## src/rtl/clk_div_mc.sv

```systemverilog
// clk_div_mc: N-channel programmable clock divider.
// Each channel owns an active divisor, a pending divisor with flag, and a
// phase counter. Handshake note: load_i/sync_i/en_i are plain level inputs
// sampled on every rising edge of clk_i; there is no valid/ready pairing,
// a load strobe is accepted unconditionally on the edge it is seen high.
// Outputs are registered; the phase register p_q holds the phase that the
// current clk_o/tick_o values describe.
module clk_div_mc #(
    parameter int W       = 8,
    parameter int N       = 4,
    parameter int DIV_RST = 2
) (
    input  logic             clk_i,
    input  logic             rst_i,
    input  logic [N-1:0]     en_i,
    input  logic             sync_i,
    input  logic [N-1:0]     load_i,
    input  logic [N*W-1:0]   div_i,
    output logic [N-1:0]     clk_o,
    output logic [N-1:0]     tick_o,
    output logic [N-1:0]     pend_o
);

    localparam logic [W-1:0] ONE_W  = {{(W-1){1'b0}}, 1'b1};
    localparam logic [W:0]   ONE_W1 = {{W{1'b0}}, 1'b1};
    localparam logic [W-1:0] D_RST  = W'(DIV_RST);

    for (genvar n = 0; n < N; n++) begin : g_ch
        logic [W-1:0] d_q;      // active divisor
        logic [W-1:0] pdiv_q;   // pending divisor
        logic         pend_q;   // pending divisor waiting to be applied
        logic [W-1:0] p_q;      // phase of the currently presented cycle
        logic         act_q;    // channel was counting on the previous edge
        logic         clk_q;
        logic         tick_q;

        logic         start;
        logic         phase0;
        logic         apply;
        logic [W-1:0] p_nxt;
        logic [W-1:0] d_eff;
        logic [W:0]   h_eff;

        // Next phase, divisor application decision and high time (W+1 bits).
        // A restart (sync, enable rising, or leaving D=0) is a phase-0 edge,
        // so a pending divisor is taken on it and used for that new period.
        always_comb begin
            start = sync_i | ~act_q | (d_q == '0);
            if (start || (p_q == d_q - ONE_W)) begin
                p_nxt = '0;
            end else begin
                p_nxt = p_q + ONE_W;
            end
            phase0 = (p_nxt == '0);
            apply  = pend_q & (~en_i[n] | phase0);
            d_eff  = apply ? pdiv_q : d_q;
            h_eff  = ({1'b0, d_eff} + ONE_W1) >> 1;
        end

        // Channel registers: divisor load/apply, then counting or idling.
        // A load on the same edge as an apply queues behind the applied value.
        always_ff @(posedge clk_i) begin
            if (rst_i) begin
                d_q    <= D_RST;
                pdiv_q <= '0;
                pend_q <= 1'b0;
                p_q    <= '0;
                act_q  <= 1'b0;
                clk_q  <= 1'b0;
                tick_q <= 1'b0;
            end else begin
                if (apply) begin
                    d_q    <= pdiv_q;
                    pend_q <= 1'b0;
                end
                if (load_i[n]) begin
                    pdiv_q <= div_i[n*W +: W];
                    pend_q <= 1'b1;
                end
                if (!en_i[n] || (d_eff == '0)) begin
                    p_q    <= '0;
                    act_q  <= 1'b0;
                    clk_q  <= 1'b0;
                    tick_q <= 1'b0;
                end else begin
                    p_q    <= p_nxt;
                    act_q  <= 1'b1;
                    clk_q  <= ({1'b0, p_nxt} < h_eff);
                    tick_q <= phase0;
                end
            end
        end

        assign clk_o[n]  = clk_q;
        assign tick_o[n] = tick_q;
        assign pend_o[n] = pend_q;
    end

endmodule
```

## config.mk

```make
export PLATFORM = sky130hd
export DESIGN_NAME = clk_div_mc
export DESIGN_NICKNAME = d
export VERILOG_FILES = /design/src/rtl/clk_div_mc.sv
export SDC_FILE = /design/constraint.sdc
export NUM_CORES = 1
export LEC_CHECK = 0
export CAP_MARGIN = 25
export CELL_PAD_IN_SITES_DETAIL_PLACEMENT = 1
export CELL_PAD_IN_SITES_GLOBAL_PLACEMENT = 2
export CORE_MARGIN = 2
export CORE_UTILIZATION = 25
export DETAILED_ROUTE_END_ITERATION = 12
export GPL_ROUTABILITY_DRIVEN = 1
export GPL_TIMING_DRIVEN = 0
export PLACE_DENSITY = 0.65
export RECOVER_POWER = 50
export SETUP_SLACK_MARGIN = 0.3
export SYNTH_ARGS = -nofsm -noshare
export SYNTH_HDL_FRONTEND = slang
export SYNTH_SLANG_ARGS = --single-unit
```

## constraint.sdc

```tcl
create_clock -name clk_i -period 10.27 [get_ports clk_i]
set_clock_uncertainty 0.15 [all_clocks]
set_input_delay 2.054 -clock clk_i [delete_from_list [all_inputs] [get_ports clk_i]]
set_output_delay 2.054 -clock clk_i [all_outputs]
set_load 0.05 [all_outputs]
```

==> reports/results.ini, run 1 <==
[routing]
viasPerCell = 4.691
wirelength_um = 22090
via_count = 6502
ant_nets = 0
first_pass_iters = 4
wire_per_inst_um = 15.94
drtIter0Drc = 244
drc = 0

[critical_path]
cp-end-kind = flop
cp.required_ps = 10400
cpMaxStageDelayCell = dlygate4sd3_1
worstRegToRegCells = 23
reg2reg_from = g_ch[0].d_q[0]
reg2reg_to = g_ch[0].clk_q
r2r_slack_ps = 4600
path_class = in2reg
path_cells = dlygate4sd3_1, nand3b_1, or2_0, clkbuf_1, o31ai_1, clkbuf_1, mux2i_1, inv_1, ha_1, nand3_1, nor2_1, xnor2_1, nand2_1, o21ai_0, ha_1, nand3_1, o22ai_1, or3_1, a211oi_1
worstPathArrival_ps = 6900
cp_num_cells = 19
crit_fanout = 10
critPathBufInv = 4
start_kind = primary input
critical-path-top-delay-family = buffers and inverters
cpPeakStageDelay_ps = 690

[timing]
hold_viol_final = 0
fmax_mhz = 147.6
drv_slew = 0
min_period_over_period = 0.6595
timing.setup.tns_ps = 0
hold_slack_ps = 392.8
setup_ws_ps = 3497
period_minus_slack_ps = 6773
setup_viol = 0
rsz0062_at_grt = no
max_slew_margin = 0.3346
worst_pin_slew_ps = 998.1

[pwr]
p_sw_frac = 0.2888
powerDensity_mw_per_mm2 = 112.8
leakage_uw = 0.003697
vdd_drop_max_uv = 68.82
p_clk_frac = 0.351
p_int_uw = 713.3
power_frac_seq = 0.469
pwr-share-comb = 0.180
switchingPower_uw = 289.6

[final_layout]
antennaDiodeCount = 0
n_fill_cell = 3585
finish.net_count = 1073
drive_gt1_frac = 0.08384
area_growth_pct = 16.35

[yosys]
synthArstFlopShare = 0
syn-cell-area_sq_mm = 0.007645
synth_ff_type = dfxtp_1
syn_inst = 924
synth_seq_cells = 112
post_synth_num_cell_types = 68
syn_nets = 1012
ys_warn_count = 0
yosysSeqAreaShare = 0.2933
synth_area_per_cell_sq_um = 8.274
synth_edf_count = 0

[cts]
ctsHoldBuffers = 0
htree_levels = 3
root_buffer = clkbuf_16
cts_resized = 0
cts_sinks = 112
cts_setup_buffers = 0
clk_pin_slew_ps = 70
cts.path.max_buffers = 2
cts_inserted_buffers = 9
clk_latency_ps = 360
cts_tree = built

[die]
ios = 55
die_w_um = 178.9
die-area_sq_mm = 0.03199
die_y_um = 178.9
core_sq_mm = 0.03035
initial_utilization = 0.2519
rows = 64

[worst_hold_path]
hp-class = reg2reg
min_to = g_ch[1].pdiv_q[0]
whs_path_depth = 2
min-delay-start = g_ch[1].pdiv_q[0]

[placed_design]
port_buffers = 50
hpwl_um = 16970
dp_slack_ps = 3596
place_congestion = 0.7633

[run]
cap_violations = 0

[global_route]
antenna_found_initial = 0
grt_use_total = 0.1444
grt_first_pass_wirelength_um = 36340
grt-ovfl-total = 0
grt_pass1_vias = 6763
grt_max_degree = 17

[run_status]
status = finished clean

worst reg2reg max path, stage by stage (launching register included):
cell	delay, ps
dfxtp_1	440
inv_1	100
ha_1	260
and2_1	180
a211o_1	290
a31oi_1	150
a211oi_1	100
or2_0	220
clkbuf_1	260
o31ai_1	590
clkbuf_1	590
mux2i_1	390
inv_1	80
ha_1	290
nand3_1	170
nor2_1	90
xnor2_1	130
nand2_1	60
o21ai_0	70
ha_1	280
nand3_1	110
o22ai_1	90
or3_1	310
a211oi_1	190
metrics by stage:
step	std cells	utilization	total power, uW	cell area [sq um]
after floorplan	924	-	602.3	7645
after global placement	1370	0.2847	665.9	8641
after detailed placement	1370	0.2847	666.9	8641
after CTS	1386	0.2942	1029	8927
after global routing	1386	0.2931	1059	8895
final	1386	0.2931	1003	8895
worst max path at each step:
stage | endpoint | startpoint
after floorplan | g_ch[3].clk_q | sync_i
after global placement | g_ch[3].clk_q | sync_i
after detailed placement | g_ch[3].clk_q | sync_i
after CTS | g_ch[3].clk_q | sync_i
after global routing | g_ch[0].clk_q | sync_i
final | g_ch[0].clk_q | sync_i
registers in the layout, indices dropped and copies added, names as in the netlist:
register	flops
g_ch.clk_q	4
g_ch.d_q	32
g_ch.act_q	4
g_ch.p_q	32
g_ch.pdiv_q	32
g_ch.pend_q	4
g_ch.tick_q	4
power groups by stage:
stage / Clock (uW) / Combinational [uW] / Sequential (uW)
2_1_floorplan: 0 / 130 / 473
5_1_grt: 385 / 202 / 473
6_report: 352 / 181 / 470
3_5_place_dp: 0 / 186 / 481
4_1_cts: 371 / 188 / 470
3_3_place_gp: 0 / 185 / 481
cell usage in the layout (no fill, tap or decap), drive strengths merged, types with 42 or more instances in the layout:
master    n
xor2     45
mux2i    68
nor2    137
dfxtp   112
nand3    49
xnor2    59
ha       45
clkbuf   42
buf      47
nand2    52
cells by family (layout without fill, tap and decap cells):
group	Yosys count	count (layout)	share of synthesized area
DFF	112	112	0.2933
and+or+nand+nor	372	372	0.2488
adders and majority gates	45	45	0.07365
AOI/OAI and AO/OA	112	112	0.1049
muxes	68	68	0.08903
buffers and inverters	111	177	0.07021
xor gates and xnor gates	104	104	0.1201
cell usage after synthesis, drive strengths merged, types with 3 or more instances:
cell type	number	area share
nor3	40	0.030
a21o	7	0.0069
o211ai	4	0.0039
nand3	49	0.032
o22ai	3	0.0025
or2	4	0.0033
nor2b	3	0.0025
and3	20	0.016
a221o	3	0.0039
a21oi	22	0.014
mux2i	68	0.089
ha	45	0.074
and2	4	0.0033
nor2	137	0.067
nand2	52	0.026
or3	4	0.0033
o31ai	5	0.0085
a211oi	3	0.0029
nor4	15	0.021
buf	52	0.041
dfxtp	112	0.29
nand2b	7	0.0057
clkbuf	23	0.011
nor4b	9	0.011
xnor2	59	0.068
o2111ai	6	0.0077
o41ai	3	0.0059
nand3b	5	0.0049
inv	35	0.017
o21ai	28	0.018
nand4	12	0.0098
nor3b	4	0.0039
xor2	45	0.053
a41oi	3	0.0034
and4	4	0.0046
a31oi	9	0.0074
metal layers:
layer | GRT usage | wire [um]
met1 | 0.1940 | 11100
met2 | 0.2425 | 10360
met4 | 0.03455 | 257
met3 | 0.02142 | 373
met5 | 0 | 0
area by class of cell:
type / count / area, sq um / area share
Multi-Input combinational cell: 701 / 4852 / 0.5455
Sequential cell: 112 / 2242 / 0.2521
Timing Repair Buffer: 50 / 500.5 / 0.05627
Tap cell: 396 / 495.5 / 0.05570
Buffer: 75 / 382.9 / 0.04304
Clock buffer: 14 / 274.0 / 0.03081
Inverter: 36 / 135.1 / 0.01519
Clock inverter: 2 / 12.51 / 0.001407
Power figures use the tool's default switching activity.
==> run 2: changes to the inputs <==
==> constraint.sdc (replaced) <==
create_clock -name clk_i -period 6.8 [get_ports clk_i]
set_clock_uncertainty 0.15 [all_clocks]
set_input_delay 1.36 -clock clk_i [delete_from_list [all_inputs] [get_ports clk_i]]
set_output_delay 1.36 -clock clk_i [all_outputs]
set_load 0.05 [all_outputs]
==> run 2 against run 1 <==
Critical path depth is the same. Hold slack unchanged. Register-to-register slack worse by 3300 ps. Combinational power grew 51%. Utilization barely moved. Die area is the same. Global-route usage unchanged. Clock power grew 51%. Setup slack got worse by 2600 ps. Final cell count is the same. Largest power group unchanged. Design area barely moved.
==> reports/results.ini, run 2 (synthesis results as in run 1) <==
[pwr]
leakage_uw = 0.003700
powerDensity_mw_per_mm2 = 170.3
vdd_drop_max_uv = 103.9

[placed_design]
hpwl_um = 16970
place_congestion = 0.7633
port_buffers = 50

[timing]
max_slew_margin = 0.3216
period_minus_slack_ps = 5915
drv_slew = 0
rsz0062_at_grt = no
hold_viol_final = 0
worst_pin_slew_ps = 1018
fmax_mhz = 169.1
min_period_over_period = 0.8698
timing.setup.tns_ps = 0
setup_viol = 0

[cts]
cts_tree = built
cts_resized = 0
clk_latency_ps = 360
root_buffer = clkbuf_16
cts_setup_buffers = 0
cts_inserted_buffers = 9
cts_sinks = 112
clk_pin_slew_ps = 70
ctsHoldBuffers = 0
htree_levels = 3
cts.path.max_buffers = 2

[critical_path]
critical-path-top-delay-family = buffers and inverters
cp-end-kind = flop
critPathBufInv = 4
r2r_slack_ps = 1300
cpMaxStageDelayCell = dlygate4sd3_1
cpPeakStageDelay_ps = 690
path_cells = dlygate4sd3_1, nand3b_1, or2_0, buf_6, o31ai_1, clkbuf_1, mux2i_1, inv_1, ha_1, nand3_1, nor2_1, xnor2_1, nand2_1, o21ai_0, ha_1, nand3_1, o22ai_1, or3_1, a211oi_1
crit_fanout = 10
path_class = in2reg
cp.required_ps = 6930
start_kind = primary input
worstPathArrival_ps = 6040

[final_layout]
final_common_cell = nor2_1
drive_gt1_frac = 0.08384
top_regs = g_ch.d_q (32), g_ch.p_q (32), g_ch.pdiv_q (32)
antennaDiodeCount = 0
fin_util = 0.2933
finish.net_count = 1073
final_cell_mix = 137 x nor2_1, 112 x dfxtp_1, 68 x mux2i_1
area_growth_pct = 16.43

[global_route]
grt-ovfl-total = 0
antenna_found_initial = 0
grt_use_total = 0.1444
grt_max_degree = 17
grt_pass1_vias = 6763
grt_first_pass_wirelength_um = 36340

[routing]
viasPerCell = 4.687
wire_per_inst_um = 15.95
via_count = 6496
drc = 0
ant_nets = 0
wirelength_um = 22110
drtIter0Drc = 232
first_pass_iters = 4

[die]
die-area_sq_mm = 0.03199
initial_utilization = 0.2519
ios = 55
die_w_um = 178.9
core_sq_mm = 0.03035
rows = 64
die_y_um = 178.9

[worst_hold_path]
hp-class = reg2reg

[run]
cap_violations = 0

[run_status]
status = finished clean

[run 2: cell count changes in the layout (fill, tap and decap cells not counted)]
cell	previous run	this run
buf_6	2	3
buf_2	30	29
[run 2: layout make-up]
cell class                 instances  area [sq um]
tap                              396         495.5
buffer                            75         389.1
clock inverter                     2         12.51
sequential                       112          2242
fill                            3586         21450
inverter                          36         135.1
timing repair buffer              50         500.5
clock buffer                      14         274.0
multi-input combinational        701          4852
[run 2: tightest hold or removal path: stages, from the launching register on]
cell,delay (ps)
dfxtp_1,360
mux2i_1,80
nor2_1,70
[run 2: path summary, 6_finish.rpt]
| path | startpoint | endpoint | cells past startpoint |
|---|---|---|---|
| max reg2reg | g_ch[0].d_q[0] | g_ch[0].clk_q | 23 |
| min | g_ch[1].pdiv_q[0] | g_ch[1].pdiv_q[0] | 2 |
| max | sync_i | g_ch[0].clk_q | 19 |
| min reg2reg | g_ch[1].pdiv_q[0] | g_ch[1].pdiv_q[0] | 2 |
[run 2: report_power, final]
part / internal (uW) / switching, uW / total [uW]
clock: 279 / 253 / 532
sequential: 680 / 29.5 / 710
combinational: 118 / 155 / 273
total: 1080 / 438 / 1520
[run 2: routing by layer]
metal  global-route usage  share of wire  wire (um)  up-vias
met4              0.03455          0.012        257        0
met1               0.1940           0.50      11120     3112
met5                    0              0          0        -
met2               0.2425           0.47      10360       53
met3              0.02142          0.017        373       14
li1                     -              -          -     3317
[run 2: through the flow]
stage / hold WS, ps / cells / setup slack, ps / total power [uW] / area, sq um
2_1_floorplan: 332.2 / 924 / 2233 / 909.7 / 7645
3_3_place_gp: 386.3 / 1370 / 826.9 / 1006 / 8641
3_5_place_dp: 384.5 / 1370 / 820.4 / 1007 / 8641
4_1_cts: 400.1 / 1386 / 1186 / 1554 / 8927
5_1_grt: 436.0 / 1386 / 477.0 / 1601 / 8901
6_report: 392.8 / 1386 / 885.4 / 1516 / 8901
==> run 3: changes to the inputs <==
==> constraint.sdc (replaced) <==
create_clock -name clk_i -period 5.8 [get_ports clk_i]
set_clock_uncertainty 0.15 [all_clocks]
set_input_delay 1.16 -clock clk_i [delete_from_list [all_inputs] [get_ports clk_i]]
set_output_delay 1.16 -clock clk_i [all_outputs]
set_load 0.05 [all_outputs]
==> run 3 against run 2 <==
Critical endpoint unchanged. Count of clock-buffer cells in the layout is the same. Sequential cell count is the same. Critical path depth grew 4. Design area about the same. First-iteration DRC count decreased by 3.9%.
==> reports/results.ini, run 3 (synthesis results as in run 1) <==
[critical_path]
reg2reg_to = g_ch[0].clk_q
path_class = reg2reg
cpMostUsedCell = ha_1
worstRegToRegCells = 23
cp.required_ps = 5930
cpPeakStageDelay_ps = 580
r2r_slack_ps = 610
critPathBufInv = 4
start_kind = flop
critical-path-top-delay-family = compound AO/OA/AOI/OAI gates
reg2reg_from = g_ch[0].d_q[0]
cp-end-kind = flop
worstPathArrival_ps = 5310
path_cells = inv_1, ha_1, and2_0, a211o_1, a31oi_1, a211oi_1, or2_0, buf_6, o31ai_1, buf_6, mux2i_1, inv_1, ha_1, nand3_1, nor2_1, xnor2_1, nand2_1, o21ai_0, ha_1, nand3_1, o22ai_1, or3_1, a211oi_1
crit_fanout = 10
cpMaxStageDelayCell = o31ai_1

[global_route]
grt-ovfl-total = 0
grt_max_degree = 17
grt_first_pass_wirelength_um = 36340
grt_use_total = 0.1444
grt_pass1_vias = 6763
antenna_found_initial = 0

[timing]
fmax_mhz = 192.8
worst_pin_slew_ps = 1157
hold_slack_ps = 390.8
setup_viol = 0
rsz0062_at_grt = no
timing.setup.tns_ps = 0
hold_viol_final = 0
drv_slew = 0
period_minus_slack_ps = 5188
min_period_over_period = 0.8944
max_slew_margin = 0.2222

[final_layout]
top_regs = g_ch.d_q (32), g_ch.p_q (32), g_ch.pdiv_q (32)
final_cell_mix = 137 x nor2_1, 112 x dfxtp_1, 68 x mux2i_1
area_growth_pct = 16.37
drive_gt1_frac = 0.08586
finish.net_count = 1073
final_common_cell = nor2_1

[cts]
htree_levels = 3
cts_inserted_buffers = 9
clk_latency_ps = 360
cts_sinks = 112
cts.path.max_buffers = 2
root_buffer = clkbuf_16
clk_pin_slew_ps = 70
cts_tree = built

[pwr]
vdd_drop_max_uv = 121.6
powerDensity_mw_per_mm2 = 199.8
leakage_uw = 0.003704

[die]
core_sq_mm = 0.03035
rows = 64
initial_utilization = 0.2519
ios = 55
die-area_sq_mm = 0.03199
die_y_um = 178.9
die_w_um = 178.9

[routing]
viasPerCell = 4.699
via_count = 6518
wirelength_um = 22080
ant_nets = 0
first_pass_iters = 5
drc = 0
wire_per_inst_um = 15.92
drtIter0Drc = 223

[run]
cap_violations = 0

[placed_design]
place_congestion = 0.7633
hpwl_um = 16970
port_buffers = 50

[worst_hold_path]
min_to = g_ch[1].pdiv_q[0]
whs_path_depth = 2
hp-class = reg2reg
min-delay-start = g_ch[1].pdiv_q[0]

[run_status]
status = finished clean

==> run 3: worst max-delay path by stage <==
stage / cells past startpoint / startpoint / to
after floorplan: 19 / sync_i / g_ch[3].clk_q
after global placement: 20 / sync_i / g_ch[3].clk_q
after detailed placement: 20 / sync_i / g_ch[3].clk_q
after CTS: 24 / g_ch[3].d_q[0] / g_ch[3].clk_q
after global routing: 23 / g_ch[0].d_q[0] / g_ch[0].clk_q
final: 23 / g_ch[0].d_q[0] / g_ch[0].clk_q
==> run 3: timing repair <==
item / in CTS / in global routing
endpoints found under the setup margin: 0 / 1
buffers inserted: 0 / 0
hold buffers: 0 / 0
gates resized for setup: 0 / 4
==> run 3: final cells by class <==
| cell class | count | area (sq um) |
|---|---|---|
| timing repair buffer | 50 | 494.2 |
| tap | 396 | 495.5 |
| fill | 3585 | 21450 |
| inverter | 36 | 135.1 |
| sequential | 112 | 2242 |
| clock inverter | 2 | 12.51 |
| multi-input combinational | 701 | 4838 |
| antenna | 1 | 2.502 |
| buffer | 75 | 401.6 |
| clock buffer | 14 | 274.0 |
==> run 3: power breakdown <==
part,switching (uW),leakage [uW],internal [uW]
clock network,297,0.000139,327
logic,182,0.00265,139
registers,34.2,0.000914,798
==> run 3: stage by stage <==
| step | total power, uW | instance area [sq um] | util | worst slack [ps] | std cells |
|---|---|---|---|---|---|
| after global placement | 1179 | 8641 | 0.2847 | 26.89 | 1370 |
| final | 1777 | 8896 | 0.2931 | 612.4 | 1387 |
| after detailed placement | 1181 | 8641 | 0.2847 | 20.36 | 1370 |
| after floorplan | 1067 | 7645 | - | 1433 | 924 |
| after CTS | 1822 | 8927 | 0.2942 | 319.4 | 1386 |
| after global routing | 1876 | 8894 | 0.2930 | 209.6 | 1386 |
==> run 3: routing by layer <==
metal	up-vias	global-route usage	wire length, um
met5	-	0	0
met4	0	0.03455	248
met3	13	0.02142	399
li1	3321	-	-
met2	58	0.2425	10400
met1	3126	0.1940	11040
==> run 3: worst reg2reg max path: cells and delay by family (launching register included) <==
kind / cells / cell delay (ps)
compound gates: 7 / 1480
xor+xnor: 1 / 130
mux: 1 / 330
fa+ha+maj: 3 / 830
simple gates: 7 / 1170
buf+inv: 4 / 580
flops: 1 / 440
